### config.mk
export PLATFORM = sky130hd
export DESIGN_NAME = clause_variables_accumulator
export DESIGN_NICKNAME = d
export VERILOG_FILES = /design/src/rtl/clause_pkg.sv /design/src/rtl/clause_presence_mask.sv /design/src/rtl/clause_variables_accumulator.sv
export SDC_FILE = /design/constraint.sdc
export NUM_CORES = 1
export LEC_CHECK = 0
export ABC_AREA = 1
export ABC_CLOCK_PERIOD_IN_PS = 1600
export CAP_MARGIN = 30
export CORE_MARGIN = 2
export CORE_UTILIZATION = 49
export CTS_CLUSTER_DIAMETER = 200
export DETAILED_ROUTE_END_ITERATION = 10
export PLACE_DENSITY_LB_ADDON = 0.12
export SLEW_MARGIN = 15
export SYNTH_ARGS = -nofsm -noshare
export SYNTH_HDL_FRONTEND = slang
export SYNTH_SLANG_ARGS = --single-unit
### constraint.sdc
create_clock -name clk -period 1.6 [get_ports clk]
set_clock_uncertainty 0.1 [all_clocks]
set_input_delay 0.24 -clock clk [delete_from_list [all_inputs] [get_ports clk]]
set_output_delay 0.24 -clock clk [all_outputs]
set_load 0.01 [all_outputs]
### src/rtl/clause_pkg.sv
// rtl/clause_pkg.sv - shared widths, state type and width helpers for the clause accumulator
package clause_pkg;

  localparam int DEF_INT_INDEX_WIDTH  = 1;
  localparam int DEF_BOOL_INDEX_WIDTH = 1;
  localparam int DEF_INT_COEFF_WIDTH  = 4;
  localparam int BOOL_COEFF_W         = 2;
  localparam int DEF_COUNT_WIDTH      = 8;

  typedef enum logic {
    ST_IDLE  = 1'b0,
    ST_ACCUM = 1'b1
  } acc_state_t;

  // number of variables carried by a clause for a given index width
  function automatic int n_vars(input int index_width);
    return 1 << index_width;
  endfunction

  // popcount width able to hold the value n_vars(index_width)
  function automatic int pop_width(input int index_width);
    return index_width + 1;
  endfunction

endpackage

### src/rtl/clause_presence_mask.sv
// rtl/clause_presence_mask.sv - per-variable nonzero mask and popcount of a packed coefficient vector
module clause_presence_mask
  import clause_pkg::*;
#(
  parameter int INDEX_WIDTH = 1,
  parameter int COEFF_WIDTH = 4
) (
  input  logic [(2**INDEX_WIDTH)*COEFF_WIDTH-1:0] coefficients,
  output logic [(2**INDEX_WIDTH)-1:0]             mask,
  output logic [INDEX_WIDTH:0]                    count
);

  localparam int N_VARS = n_vars(INDEX_WIDTH);
  localparam int CNT_W  = pop_width(INDEX_WIDTH);

  // a variable is present when any bit of its coefficient is set
  always_comb begin
    mask  = '0;
    count = '0;
    for (int i = 0; i < N_VARS; i++) begin
      mask[i] = |coefficients[i*COEFF_WIDTH +: COEFF_WIDTH];
      count   = count + CNT_W'(mask[i]);
    end
  end

endmodule

### src/rtl/clause_variables_accumulator.sv
// rtl/clause_variables_accumulator.sv - streaming per-clause variable masks with per-set union accumulation
module clause_variables_accumulator
  import clause_pkg::*;
#(
  parameter int INT_INDEX_WIDTH  = DEF_INT_INDEX_WIDTH,
  parameter int BOOL_INDEX_WIDTH = DEF_BOOL_INDEX_WIDTH,
  parameter int INT_COEFF_WIDTH  = DEF_INT_COEFF_WIDTH,
  parameter int BOOL_COEFF_WIDTH = BOOL_COEFF_W,
  parameter int COUNT_WIDTH      = DEF_COUNT_WIDTH
) (
  input  logic                                           clk,
  input  logic                                           reset,
  input  logic                                           clear,
  input  logic                                           in_valid,
  output logic                                           in_ready,
  input  logic                                           in_last,
  input  logic [(2**INT_INDEX_WIDTH)*INT_COEFF_WIDTH-1:0]   in_integer_coefficients,
  input  logic [(2**BOOL_INDEX_WIDTH)*BOOL_COEFF_WIDTH-1:0] in_boolean_coefficients,
  output logic                                           out_valid,
  input  logic                                           out_ready,
  output logic                                           out_last,
  output logic [(2**INT_INDEX_WIDTH)-1:0]                out_integer_variables,
  output logic [(2**BOOL_INDEX_WIDTH)-1:0]               out_boolean_variables,
  output logic [INT_INDEX_WIDTH:0]                       out_integer_count,
  output logic [BOOL_INDEX_WIDTH:0]                      out_boolean_count,
  output logic [(2**INT_INDEX_WIDTH)-1:0]                out_union_integer,
  output logic [(2**BOOL_INDEX_WIDTH)-1:0]               out_union_boolean,
  output logic [COUNT_WIDTH-1:0]                         out_clause_count
);

  localparam int N_INT  = n_vars(INT_INDEX_WIDTH);
  localparam int N_BOOL = n_vars(BOOL_INDEX_WIDTH);

  acc_state_t                  state;
  logic [N_INT-1:0]            acc_int;
  logic [N_BOOL-1:0]           acc_bool;
  logic [COUNT_WIDTH-1:0]      cnt;

  logic [N_INT-1:0]            mask_int;
  logic [N_BOOL-1:0]           mask_bool;
  logic [INT_INDEX_WIDTH:0]    pop_int;
  logic [BOOL_INDEX_WIDTH:0]   pop_bool;
  logic [N_INT-1:0]            union_int;
  logic [N_BOOL-1:0]           union_bool;
  logic [COUNT_WIDTH-1:0]      cnt_base;
  logic [COUNT_WIDTH-1:0]      cnt_next;
  logic                        accept;

  clause_presence_mask #(
    .INDEX_WIDTH (INT_INDEX_WIDTH),
    .COEFF_WIDTH (INT_COEFF_WIDTH)
  ) u_int_mask (
    .coefficients (in_integer_coefficients),
    .mask         (mask_int),
    .count        (pop_int)
  );

  clause_presence_mask #(
    .INDEX_WIDTH (BOOL_INDEX_WIDTH),
    .COEFF_WIDTH (BOOL_COEFF_WIDTH)
  ) u_bool_mask (
    .coefficients (in_boolean_coefficients),
    .mask         (mask_bool),
    .count        (pop_bool)
  );

  // single output stage without skid buffer: accept only when the stage frees up this cycle
  assign in_ready = !clear && (!out_valid || out_ready);
  assign accept   = in_valid && in_ready;

  // a set always starts from an empty accumulator, so IDLE contributes nothing
  always_comb begin
    union_int  = mask_int;
    union_bool = mask_bool;
    cnt_base   = '0;
    if (state == ST_ACCUM) begin
      union_int  = acc_int | mask_int;
      union_bool = acc_bool | mask_bool;
      cnt_base   = cnt;
    end
    cnt_next = (cnt_base == '1) ? cnt_base : cnt_base + COUNT_WIDTH'(1);
  end

  // set FSM, accumulator, clause counter and output register
  always_ff @(posedge clk or posedge reset) begin
    if (reset) begin
      state                 <= ST_IDLE;
      acc_int               <= '0;
      acc_bool              <= '0;
      cnt                   <= '0;
      out_valid             <= 1'b0;
      out_last              <= 1'b0;
      out_integer_variables <= '0;
      out_boolean_variables <= '0;
      out_integer_count     <= '0;
      out_boolean_count     <= '0;
      out_union_integer     <= '0;
      out_union_boolean     <= '0;
      out_clause_count      <= '0;
    end else if (clear) begin
      state     <= ST_IDLE;
      acc_int   <= '0;
      acc_bool  <= '0;
      cnt       <= '0;
      out_valid <= 1'b0;
    end else if (accept) begin
      out_valid             <= 1'b1;
      out_last              <= in_last;
      out_integer_variables <= mask_int;
      out_boolean_variables <= mask_bool;
      out_integer_count     <= pop_int;
      out_boolean_count     <= pop_bool;
      out_union_integer     <= union_int;
      out_union_boolean     <= union_bool;
      out_clause_count      <= cnt_next;
      if (in_last) begin
        state    <= ST_IDLE;
        acc_int  <= '0;
        acc_bool <= '0;
        cnt      <= '0;
      end else begin
        state    <= ST_ACCUM;
        acc_int  <= union_int;
        acc_bool <= union_bool;
        cnt      <= cnt_next;
      end
    end else if (out_ready) begin
      out_valid <= 1'b0;
    end
  end

endmodule

==> reports/summary.txt, run 1 <==
outcome: finished, final reports clean
Seq/Total Area, Yosys: 50.4%
top cell type by total area after synthesis: dfrtp_1
antenna violations before repair: 0
met1 WL: 1.64 mm
leakage: 1.39 nW
Power per Cell Area: 776 nW/µm²
final hold violations: 0
Top Ports: 41
reg2reg end: out_union_integer[0]$_DFFE_PP0P_
Slew Limit Fails: 0
Num CTS Buffers: 5
crit share post-route: 93.3%
Switching Fraction: 27.9%
final cell count without fillers: 308
core box area: 3360 µm²
initial core utilization: 51.7%
highest metal used: met4
layout cell share with drive strength beyond 1: 14.5%
NumNets Final: 281
die area: 4040 µm²
Remaining Overflow, GRT: 0
Antenna Cells: 0
Fillers: 303
Worst-path clk slew: 0.11 ns
hold slack: 0.135 ns
Clk Latency, worst-skew pair: 0.34 ns
setup TNS: 0 ns
first-pass GRT wire length: 6.42 mm
Reg2Reg Depth: 8
area post-placement: 2240 µm²
routed wl met3: 166 µm
fmax: 670 MHz
combinational share of power: 19.9%
Pint: 0.00130 W
Worst EP arrival: 1.62 ns
Gate Count Post-Synth: 207
post-synthesis mux area share: 0%
adder-cell share of the synthesized area: 1.44%
post-synth top area share: 50.4%
Post-DP HPWL: 2.61 mm
reg2reg start: out_valid$_DFFE_PP0P_
final WL: 3.57 mm
floorplan row count: 21
max cap viols: 0
CTS tree: done
met2 WL post-DR: 1.71 mm
pin count of the biggest net entering global routing: 36
Synth Cell Area: 1740 µm²
Yosys cell types: 26
largest family of logic cells by synthesized area: simple AND/OR/NAND/NOR gates
Clock H-tree levels: 2
Crit Path Class: reg2reg
CP Capture Type: register
main area contributors after synthesis: dfrtp_1 50%, nand2_1 19%, nand3_1 3.7%
clk sink count: 35
Synth Area in Compound Gates: 6.76%
residual DRC count: 0
Net Sw Power: 0.000504 W
Syn Nets: 227
peak supply drop: 0.000501 V
Yosys warnings: 0
initial DRC count: 65
Crit Path Max Fanout: 17
Hold WC Path Type: in2async
Pwr Total: 0.00181 W
GRT Util Overall: 20.5%
DR vias/cell: 4.85
post-route cell area: 2330 µm²
RD Place Congestion: 0.833
Die Span Y: 63.6 µm
CP required: 1.73 ns
worst-margin pin slew: 0.284 ns
Clk pwr share: 25.6%
Worst setup SP type: register
Mean Syn Cell Area: 8.40 µm²
Slew headroom: 81.0%
area delta synth->final: 34.0%
Reg2Reg Setup Slack: 0.11 ns
wire per inst: 11.6 µm
beginning of the critical path: out_valid$_DFFE_PP0P_
dpl cells: 300
Sequential Power Share: 54.5%
vias after detailed routing: 1495
Yosys reg bits: 35
Final Setup Violations: 0
Post-Synth Simple-Gate Area: 33.0%
vias in the first global route: 1489
final worst path period need: 1.49 ns
clock root buffer master: clkbuf_4
Post-CTS Hold Fix Bufs: 0
CTS Buffer Depth: 2
port bufs: 40
DRT Pass-1 Iters: 4
xor/xnor share of the synthesized area: 0%
Die Width: 63.6 µm
Antenna Violating Nets Remaining: 0
## worst max path at each step
stage	end	slack, ns
after CTS	out_union_integer[0]	0.0006
final	out_union_integer[0]$_DFFE_PP0P_	0.11
after detailed placement	acc_int[0]$_DFFE_PP0P_	-0.18
after floorplan	out_union_integer[0]$_DFFE_PP0P_	0.29
after global placement	acc_int[0]$_DFFE_PP0P_	-0.13
after global routing	out_union_integer[0]$_DFFE_PP0P_	-0.0003
## state kept, by name, indices dropped and copies added, names as in the netlist
signal and cells:
cnt 8, acc_int 2, out_last 1, out_union_integer 2, out_clause_count 8, out_boolean_count 2, out_boolean_variables 2, out_union_boolean 2
state 1, acc_bool 2, out_integer_variables 2, out_valid 1, out_integer_count 2
## power groups by stage
stage	registers (W)	clock network, W	logic [W]
2_1_floorplan	0.00103	0	0.000155
3_3_place_gp	0.00101	0	0.000378
3_5_place_dp	0.00100	0	0.000383
4_1_cts	0.000987	0.000474	0.000378
5_1_grt	0.000995	0.000517	0.000398
6_report	0.000986	0.000462	0.000359
## Yosys cell counts, drive strengths merged
library cell,n
dfrtp,35
buf,6
nor2,18
ha,2
inv,19
o21ai,15
o22ai,3
a21oi,2
nand2,91
nand3,16
## kinds of logic after synthesis
group / Yosys count
compound gates: 20
fa+ha+maj: 2
buf+inv: 25
flops: 35
simple gates: 125
## repair_timing
item,CTS,global route
endpoints found under the setup margin,5,28
pin swaps,0,0
setup buffers,0,0
gates resized for setup,5,23
## through the flow
step	worst slack (ns)	util, %
6_report	0.107	69.3
5_1_grt	-0.000288	69.3
4_1_cts	0.000632	67.8
3_5_place_dp	-0.179	66.5
3_3_place_gp	-0.129	66.5
2_1_floorplan	0.289	-
## final cells by class
class / count / area (µm²) / area share, %
Sequential cell: 35 / 877 / 37.6
Clock buffer: 7 / 45.0 / 1.93
Timing Repair Buffer: 53 / 546 / 23.4
Clock inverter: 1 / 5.00 / 0.215
Multi-Input combinational cell: 147 / 722 / 31.0
Inverter: 19 / 77.6 / 3.33
Tap cell: 46 / 57.6 / 2.47
## worst max-delay path, cell delays in order, from the launching register on
cell and delay, ns:
dfrtp_1 0.36, inv_1 0.07, nor2_4 0.11, nor2_4 0.04, buf_4 0.13, nand2_4 0.07, clkinv_2 0.22, o21ai_0 0.21
nand2_1 0.07
## placed cells by master, fill, tap and decap left out, drive strengths merged, types with 3 or more instances in the layout
cell	synthesis	layout
dlygate4sd2	0	4
clkdlybuf4s50	0	17
nor2	18	18
buf	6	13
inv	19	18
nand2	91	91
nand3	16	16
dfrtp	35	35
o22ai	3	3
o21ai	15	15
dlymetal6s2s	0	18
clkbuf	0	8
## routing by layer
layer  GRT usage [%]  vias up
li1                -      755
met1            26.1      701
met2            32.9       32
met3            5.89        7
met4            7.88        0
met5               0        -
Note: power is estimated with default switching activity, not from simulation.
==> inputs of run 2 (changes only) <==
--- a/config.mk
+++ b/config.mk
@@ -12,6 +12,7 @@
 export CORE_UTILIZATION = 49
 export CTS_CLUSTER_DIAMETER = 200
 export DETAILED_ROUTE_END_ITERATION = 10
+export HOLD_SLACK_MARGIN = 0.12
 export PLACE_DENSITY_LB_ADDON = 0.12
 export SLEW_MARGIN = 15
 export SYNTH_ARGS = -nofsm -noshare
==> results of run 2 <==
Same layout as run 1: the final DEF is identical, and so are final timing and power.
